[src/rtl/uart_pkg.sv]
// Shared UART definitions: frame states, line levels, parity encodings and latched frame config.
package uart_pkg;

  typedef enum logic [2:0] {
    IDLE   = 3'd0,
    START  = 3'd1,
    DATA   = 3'd2,
    PARITY = 3'd3,
    STOP   = 3'd4
  } uart_state_e;

  localparam logic UART_IDLE_LVL = 1'b1;
  localparam logic START_LVL     = 1'b0;
  localparam logic STOP_LVL      = 1'b1;
  localparam logic PARITY_EVEN   = 1'b0;
  localparam logic PARITY_ODD    = 1'b1;

  typedef struct packed {
    logic parity_enable;
    logic parity_type;
  } frame_cfg_t;

endpackage

[src/rtl/uart_baud_counter.sv]
// Bit-period counter: counts 0..N-1 while enabled and strobes on the terminal count.
module uart_baud_counter #(
  parameter int unsigned DIV_WIDTH = 16
) (
  input  logic                 clk,
  input  logic                 rst,
  input  logic                 i_load,
  input  logic                 i_en,
  input  logic [DIV_WIDTH-1:0] i_clks_per_bit,
  output logic                 o_bit_tick_c
);

  logic [DIV_WIDTH-1:0] r_cnt;
  logic [DIV_WIDTH-1:0] r_term;

  // Terminal count is N-1, with a divisor of 0 behaving as 1.
  always_ff @(posedge clk or posedge rst) begin
    if (rst) begin
      r_cnt  <= '0;
      r_term <= '0;
    end else if (i_load) begin
      r_cnt  <= '0;
      r_term <= (i_clks_per_bit == '0) ? '0 : i_clks_per_bit - DIV_WIDTH'(1);
    end else if (i_en) begin
      r_cnt  <= o_bit_tick_c ? '0 : r_cnt + DIV_WIDTH'(1);
    end
  end

  assign o_bit_tick_c = i_en && (r_cnt == r_term);

endmodule

[src/rtl/uart_tx_scheduler.sv]
// Two-requester round-robin UART transmitter: arbitrates in IDLE, then serialises one frame.
module uart_tx_scheduler
  import uart_pkg::*;
#(
  parameter int unsigned DATA_WIDTH = 8,
  parameter int unsigned DIV_WIDTH  = 16
) (
  input  logic                  clk,
  input  logic                  rst,
  input  logic                  i_parity_enable,
  input  logic                  i_parity_type,
  input  logic [DIV_WIDTH-1:0]  i_clks_per_bit,
  input  logic                  i_req0_valid,
  input  logic [DATA_WIDTH-1:0] i_req0_data,
  output logic                  o_req0_ready,
  input  logic                  i_req1_valid,
  input  logic [DATA_WIDTH-1:0] i_req1_data,
  output logic                  o_req1_ready,
  output logic                  o_tx,
  output logic                  o_busy,
  output logic                  o_grant_id
);

  localparam int unsigned IDX_W = $clog2(DATA_WIDTH);
  localparam logic [IDX_W-1:0] LAST_IDX = IDX_W'(DATA_WIDTH - 1);

  uart_state_e           r_state;
  uart_state_e           w_state_next;
  logic [DATA_WIDTH-1:0] r_data;
  frame_cfg_t            r_cfg;
  logic                  r_rr_ptr;
  logic                  r_grant_id;
  logic [IDX_W-1:0]      r_bit_idx;
  logic [IDX_W-1:0]      w_idx_next;
  logic                  r_tx;
  logic                  w_tx_next;
  logic                  w_accept;
  logic                  w_gnt_id;
  logic                  w_bit_tick;

  // Round robin: with both requesting, the pointer (the one not granted last) wins.
  assign w_gnt_id = (i_req0_valid && i_req1_valid) ? r_rr_ptr : i_req1_valid;
  assign w_accept = (r_state == IDLE) && (i_req0_valid || i_req1_valid);

  uart_baud_counter #(
    .DIV_WIDTH(DIV_WIDTH)
  ) u_baud (
    .clk           (clk),
    .rst           (rst),
    .i_load        (w_accept),
    .i_en          (r_state != IDLE),
    .i_clks_per_bit(i_clks_per_bit),
    .o_bit_tick_c  (w_bit_tick)
  );

  always_ff @(posedge clk or posedge rst) begin
    if (rst) r_state <= IDLE;
    else     r_state <= w_state_next;
  end

  always_comb begin
    w_state_next = r_state;
    case (r_state)
      IDLE:    if (w_accept) w_state_next = START;
      START:   if (w_bit_tick) w_state_next = DATA;
      DATA: begin
        if (w_bit_tick && (r_bit_idx == LAST_IDX))
          w_state_next = r_cfg.parity_enable ? PARITY : STOP;
      end
      PARITY:  if (w_bit_tick) w_state_next = STOP;
      STOP:    if (w_bit_tick) w_state_next = IDLE;
      default: w_state_next = IDLE;
    endcase
  end

  // Line level is computed for the upcoming state so o_tx can be a plain register.
  always_comb begin
    w_idx_next   = r_bit_idx;
    w_tx_next    = UART_IDLE_LVL;
    o_req0_ready = w_accept && !w_gnt_id && !rst;
    o_req1_ready = w_accept &&  w_gnt_id && !rst;
    if (r_state == IDLE) begin
      w_idx_next = '0;
    end else if ((r_state == DATA) && w_bit_tick) begin
      w_idx_next = (r_bit_idx == LAST_IDX) ? '0 : r_bit_idx + IDX_W'(1);
    end
    case (w_state_next)
      IDLE:    w_tx_next = UART_IDLE_LVL;
      START:   w_tx_next = START_LVL;
      DATA:    w_tx_next = r_data[w_idx_next];
      PARITY:  w_tx_next = (^r_data) ^ r_cfg.parity_type;
      STOP:    w_tx_next = STOP_LVL;
      default: w_tx_next = UART_IDLE_LVL;
    endcase
  end

  always_ff @(posedge clk or posedge rst) begin
    if (rst) begin
      r_data     <= '0;
      r_cfg      <= '{parity_enable: 1'b0, parity_type: PARITY_EVEN};
      r_rr_ptr   <= 1'b0;
      r_grant_id <= 1'b0;
      r_bit_idx  <= '0;
      r_tx       <= UART_IDLE_LVL;
    end else begin
      r_bit_idx <= w_idx_next;
      r_tx      <= w_tx_next;
      if (w_accept) begin
        r_data     <= w_gnt_id ? i_req1_data : i_req0_data;
        r_cfg      <= '{parity_enable: i_parity_enable, parity_type: i_parity_type};
        r_grant_id <= w_gnt_id;
        r_rr_ptr   <= !w_gnt_id;
      end
    end
  end

  assign o_tx       = r_tx;
  assign o_busy     = (r_state != IDLE);
  assign o_grant_id = r_grant_id;

endmodule

[config.mk]
export PLATFORM = sky130hd
export DESIGN_NAME = uart_tx_scheduler
export DESIGN_NICKNAME = d
export VERILOG_FILES = /design/src/rtl/uart_pkg.sv /design/src/rtl/uart_baud_counter.sv /design/src/rtl/uart_tx_scheduler.sv
export SDC_FILE = /design/constraint.sdc
export NUM_CORES = 1
export LEC_CHECK = 0
export ABC_AREA = 1
export CORE_ASPECT_RATIO = 1.25
export CORE_MARGIN = 2
export CORE_UTILIZATION = 50
export CTS_BUF_LIST = sky130_fd_sc_hd__clkbuf_4 sky130_fd_sc_hd__clkbuf_8
export CTS_CLUSTER_SIZE = 28
export DETAILED_ROUTE_END_ITERATION = 16
export MAX_ROUTING_LAYER = met4
export PLACE_DENSITY_LB_ADDON = 0.08
export RECOVER_POWER = 50
export SLEW_MARGIN = 5
export SYNTH_ARGS = -nofsm -noshare
export SYNTH_HDL_FRONTEND = slang
export SYNTH_HIERARCHICAL = 1
export SYNTH_SLANG_ARGS = --single-unit
[constraint.sdc]
create_clock -name clk -period 2 [get_ports clk]
set_clock_uncertainty 0.05 [all_clocks]
set_input_delay 0.3 -clock clk [delete_from_list [all_inputs] [get_ports clk]]
set_output_delay 0.3 -clock clk [all_outputs]
set_load 0.05 [all_outputs]
# Yosys cells after proc, flatten, opt, wreduce, memory -nomap -nowiden
# Index checks and enable logic that the tools add are counted.
dict set report classes {
  addsub 3
  multipliers 0
  div 0
  order_cmp 1
  n_eq_ne 9
  shifts 0
  n_mux 19
  bitwise_logic 1
  reduce_logical 17
}
# cell count
set op_table {}
lappend op_table {{$mux W16} 4}
lappend op_table {{$mux W3} 9}
lappend op_table {{$add A16 B1 Y16 const B} 1}
lappend op_table {{$eq A16 B16 Y1} 1}
lappend op_table {{$logic_not A16 Y1} 1}
lappend op_table {{$sub A16 B1 Y16 const B} 1}
lappend op_table {{$pmux W3 S5} 1}
lappend op_table {{$eq A3 B2 Y1 const B} 4}
lappend op_table {{$logic_and A1 B1 Y1} 9}
lappend op_table {{$mux W8} 1}
lappend op_table {{$reduce_xor A8 Y1} 1}
lappend op_table {{$eq A3 B1 Y1 const B} 2}
lappend op_table {{$eq A3 B3 Y1 const B} 2}
lappend op_table {{$lt A3 B4 Y1 const B} 1}
lappend op_table {{$add A3 B1 Y3 const B} 1}
lappend op_table {{$bmux W1 S3} 1}
lappend op_table {{$logic_not A3 Y1} 1}
lappend op_table {{$pmux W1 S3} 1}
lappend op_table {{$reduce_bool A3 Y1} 1}
lappend op_table {{$logic_not A1 Y1} 2}
lappend op_table {{$mux W1} 2}
lappend op_table {{$reduce_bool A2 Y1} 1}
lappend op_table {{$logic_or A1 B1 Y1} 1}
lappend op_table {{$xor A1 B1 Y1} 1}
dict set report totals {
  ff_bits 51
  latchBits 0
  ram_bits 0
  rom_bits 0
  inputBits 38
  elab_cells 60
  mem_count 0
}

# Longest topological paths before layout
dict set report logic_depth {
  depth_word 8
  ltp_mapped 15
}

# By module
# Netlist, hierarchy kept.
# module instances cells_each area_per_inst_um2 seq_area_each_um2
set by_module_without_submodules {}
lappend by_module_without_submodules {uart_baud_counter 1 334 2230.9 800.8}
lappend by_module_without_submodules {uart_tx_scheduler 1 147 1191.1 476.7}

# Least setup slack after synthesis
# OpenSTA, ideal clock, no wires.
dict set report synth_timing {
  kind {register -> output}
  from {reg r_state[1]}
  to {out o_req0_ready}
  arrival_time_ns 1.868
  required_ns 1.650
  setup_slack_ns -0.218
  path_stages_with_launch 7
  path_cell_list {dfrtp_1 nor2_4 nand2_8 nor2_4 buf_2 nand2_1 nor2_1}
}
dict set report synth_between {
  elab_chain_cells 4
}
# element line
set synth_rtl {}
lappend synth_rtl {{start: declaration} uart_tx_scheduler.sv:27} ;# uart_state_e r_state;
lappend synth_rtl {{start signal: assignment} uart_tx_scheduler.sv:58} ;# else r_state <= w_state_next;
lappend synth_rtl {{$logic_not A3 Y1} uart_tx_scheduler.sv:43} ;# assign w_accept = (r_state == IDLE) && (i_req0_valid || i_req1_valid);
lappend synth_rtl {{$logic_and A1 B1 Y1} uart_tx_scheduler.sv:43}
lappend synth_rtl {{named net w_accept} uart_tx_scheduler.sv:37} ;# logic w_accept;
lappend synth_rtl {{$logic_and A1 B1 Y1 (2 in series)} uart_tx_scheduler.sv:80} ;# o_req0_ready = w_accept && !w_gnt_id && !rst;
lappend synth_rtl {{end: declaration} uart_tx_scheduler.sv:15} ;# output logic o_req0_ready,
# The timed path passes the listed nets, and every way through them passes these cells.

# Final worst setup path
dict set report layout_timing {
  from {reg u_baud.r_cnt[10]}
  to {reg r_tx (netlist: o_tx)}
}
# element line
set layout_lines {}
lappend layout_lines {{start: declaration} uart_baud_counter.sv:13} ;# logic [DIV_WIDTH-1:0] r_cnt;
lappend layout_lines {{start signal: assignment} uart_baud_counter.sv:25} ;# r_cnt <= o_bit_tick_c ? '0 : r_cnt + DIV_WIDTH'(1);
lappend layout_lines {{$eq A16 B16 Y1 (*)} uart_baud_counter.sv:29} ;# assign o_bit_tick_c = i_en && (r_cnt == r_term);
lappend layout_lines {{$logic_and A1 B1 Y1 (*)} uart_baud_counter.sv:29}
lappend layout_lines {{named net w_bit_tick} uart_tx_scheduler.sv:39} ;# logic w_bit_tick;
lappend layout_lines {{$logic_and A1 B1 Y1} uart_tx_scheduler.sv:67} ;# if (w_bit_tick && (r_bit_idx == LAST_IDX))
lappend layout_lines {{$mux W3} uart_tx_scheduler.sv:67}
lappend layout_lines {{$pmux W3 S5 (*)} uart_tx_scheduler.sv:63} ;# case (r_state)
lappend layout_lines {{named net w_state_next[1]} uart_tx_scheduler.sv:28} ;# uart_state_e w_state_next;
lappend layout_lines {{$eq A3 B2 Y1 or $eq A3 B1 Y1 (tied branches)} uart_tx_scheduler.sv:87} ;# case (w_state_next)
lappend layout_lines {{$pmux W1 S3 (*)} uart_tx_scheduler.sv:87}
lappend layout_lines {{named net w_tx_next} uart_tx_scheduler.sv:36} ;# logic w_tx_next;
lappend layout_lines {{end signal: assignment} uart_tx_scheduler.sv:107} ;# r_tx <= w_tx_next;
lappend layout_lines {{end: declaration} uart_tx_scheduler.sv:35} ;# logic r_tx;
# Mark *: on every way through the listed nets, which the timed path passes. The rest lies on a longest branch. The select of a mux whose other input is x is not followed.
# A chain may end at the register's enable or synchronous reset.

==> flow_metrics.tcl <==
set metrics [dict create \
    ff2ff_setup_slack_ps -180 \
    cp-end-kind "flop" \
    routed_via_density 5.22 \
    synth_cell_types 38 \
    ff2ff_path_depth 13 \
    synth_area_leaders "dfrtp_1, nand2_1, inv_1" \
    netlist_top_cells_count "nand2_1, inv_1, nor2_1" \
    crit_family "simple AND/OR/NAND/NOR gates" \
    groute.usage.overall_pct 28.5 \
    place_hpwl_mm 7.75 \
    syn_inst 481 \
    pin_count 43 \
    cp_slowest_stage_delay_ps 400 \
    synthArstFlopShare_pct 100 \
    die_w_um 78.0 \
    dieHeight_um 96.5 \
    violations "negative setup slack" \
    max_cap_violations 0 \
    start_util_pct 51.8 \
    required_ps 2200 \
    synth-seq-cells 51 \
    busiest_layer "met2" \
    diodes 0 \
    worstSetupPathType "reg -> reg" \
    cts_tree "yes" \
    via_count 3610 \
    startpoint_type "flop" \
    holdPathEnd "o_grant_id$_DFFE_PP0P_" \
    peakVddDrop_mv 0.404 \
    clockBufferDepth 2 \
    final_util_pct 72.9 \
    setup_ws_ps -184 \
    synth-edff-count 0 \
    io_buffers 42 \
    drt_iter0_drc 158 \
    final_layout_size_suffix_gt1_share_pct 24.3 \
    synthToLayoutAreaGrowth_pct 40.7 \
    path_cells "inv_1, nand2_1, nand4_1, nor3b_2, nand3_1, nor2_4, nand2_2, nor2_4, nor2_2, a31oi_2, inv_2, or2_0, nand3_1" \
    fmax_ghz 0.458 \
    synth_fp_nets 523 \
    hp-class "reg -> reg" \
    cts_sinks 51 \
    reg2reg_from "u_baud/r_cnt[10]$_DFFE_PP0P_" \
    wirelength_mm 9.88 \
    clock_latency_ps 310 \
    syn-cell-area_mm2 0.00342 \
    drc_errors 0 \
    r2r_end "o_tx$_DFF_PP1_" \
    cp_max_fo 4 \
    synth_seq_area_share_pct 37.3 \
    grt_pass1_wl_mm 16.3 \
    outcome "finished, violations left" \
    power_density_mw_per_mm2 624 \
    grt_use_met3_pct 2.88 \
    fp-row-count 33 \
    leakage_uw 0.00237 \
    overflow 0 \
    antenna_found_initial 0 \
    synth_area_per_cell_um2 7.11 \
    dr.pass1.iters 5 \
    yosysWarnings 6 \
    cts_buffers 5 \
    grt_setup_unrepaired "yes" \
    slew_headroom_pct 28.7 \
    synth_most_common_cell "nand2_1" \
    grt_max_degree 22 \
    min_period_ps 2180 \
    place_congestion 0.928 \
    worst_pin_slew_ps 1070 \
    finalSetupViolations 5 \
    crit_slowest_cell "dfrtp_1" \
    worstPathArrival_ps 2390 \
    whs_path_depth 2 \
    path_clk_slew_ps 100 \
    synth.top_cell.area_share_pct 36.6 \
    min_from "o_grant_id$_DFFE_PP0P_" \
    yosys.area.top_type "dfrtp_1" \
    dieArea_mm2 0.00753 \
    drv_slew 0 \
    dp_slack_ps -224 \
    min_period_over_period_pct 109 \
    ant_nets 0 \
    core_area_mm2 0.00661 \
    synth_flop_cell "dfrtp_1" \
    nNetsFinal 646 \
    grt_use_met1_pct 28.2 \
    cts_root_buf "clkbuf_8" \
    wire_per_inst_um 14.3 \
    crit_buf_inv 2 \
    hold_viol 0 \
    grt_pass1_vias 3696 \
    met2_usage_pct 57.3 \
    cts_max_level 2 \
]
-- metrics by stage --
stage                     cell area [um^2]  hold slack [ps]  std cells  total power, uW  setup TNS, ps
final                                 4810              447        692             3000           -371
after global routing                  4810              489        692             3190           -903
after CTS                             4750              451        690             3000           -153
after detailed placement              4470              428        670             2310           -542
after global placement                4470              416        670             2290           -195
after floorplan                       3450              200        481             1830          -28.4
-- per-layer routing --
metal	wire length, um	share of wire, %
met5	0	0
met4	275	2.8
met1	3690	37
met3	340	3.4
met2	5570	56
-- how the worst max path moves through the flow --
stage	start	endpoint	slack, ps	cells past startpoint
final	u_baud/r_cnt[10]$_DFFE_PP0P_	o_tx$_DFF_PP1_	-180	13
after global routing	u_baud/r_cnt[12]$_DFFE_PP0P_	o_tx$_DFF_PP1_	-300	11
after CTS	u_baud/r_term[12]$_DFFE_PP0P_	o_tx$_DFF_PP1_	-110	12
after detailed placement	u_baud/r_cnt[12]$_DFFE_PP0P_	o_tx$_DFF_PP1_	-220	14
after global placement	u_baud/r_cnt[12]$_DFFE_PP0P_	o_tx$_DFF_PP1_	-120	12
after floorplan	r_state[1]$_DFF_PP0_	o_tx$_DFF_PP1_	-30	13
-- cells in the final DEF, fill, tap and decap left out, types with 5 or more instances in the layout --
| cell | synthesis | final |
|---|---|---|
| nand2_2 | 5 | 8 |
| clkbuf_8 | 0 | 6 |
| clkdlybuf4s50_1 | 0 | 37 |
| xor2_1 | 12 | 11 |
| inv_2 | 3 | 6 |
| dfrtp_1 | 50 | 49 |
| nand2_1 | 120 | 115 |
| xnor2_1 | 10 | 9 |
| nand3_2 | 5 | 5 |
| nand4_1 | 12 | 12 |
| nor2_2 | 5 | 6 |
| nor2_4 | 4 | 9 |
| o21ai_1 | 4 | 5 |
| nor2_1 | 60 | 54 |
| inv_1 | 84 | 81 |
| buf_4 | 2 | 73 |
| nand3_1 | 35 | 32 |
| o22ai_1 | 13 | 13 |
| o21ai_0 | 14 | 12 |
| o221ai_1 | 9 | 8 |
-- cell type report --
class	count	area [um^2]
sequential	51	1280
tap	87	109
timing repair buffer	122	1070
multi-input combinational	337	1930
clock buffer	7	90.1
fill	517	1790
clock inverter	1	5.00
inverter	87	327
-- worst min-delay path: stages, from the launching register on --
cell and delay, ps:
dfrtp_1 360, nand2_1 60, nand2_1 60
-- state kept, by name, indices dropped and copies added, names as in the netlist --
signal / flops
o_grant_id: 1
r_bit_idx: 3
r_data: 8
r_cfg: 2
r_rr_ptr: 1
u_baud/r_cnt: 16
u_baud/r_term: 16
r_state: 3
o_tx: 1
-- timing repair --
action                     4_1_cts  5_1_grt
hold buffers                     0        0
resized for setup               20       18
setup endpoints to repair        6       23
pin swaps                       11       14
buffers inserted                12        2
cloned                           0        0
-- logic make-up after synthesis --
group	Yosys count	synth area share [%]
compound gates	48	9.07
xor+xnor	22	5.63
fa+ha+maj	4	1.46
buf+inv	93	10.7
flops	51	37.3
simple gates	263	35.8
-- where the power goes --
group / internal, uW / switching [uW]
Clock: 294 / 340
Sequential: 1150 / 92.2
Combinational: 522 / 606
Total: 1970 / 1040
Power figures use the tool's default switching activity.
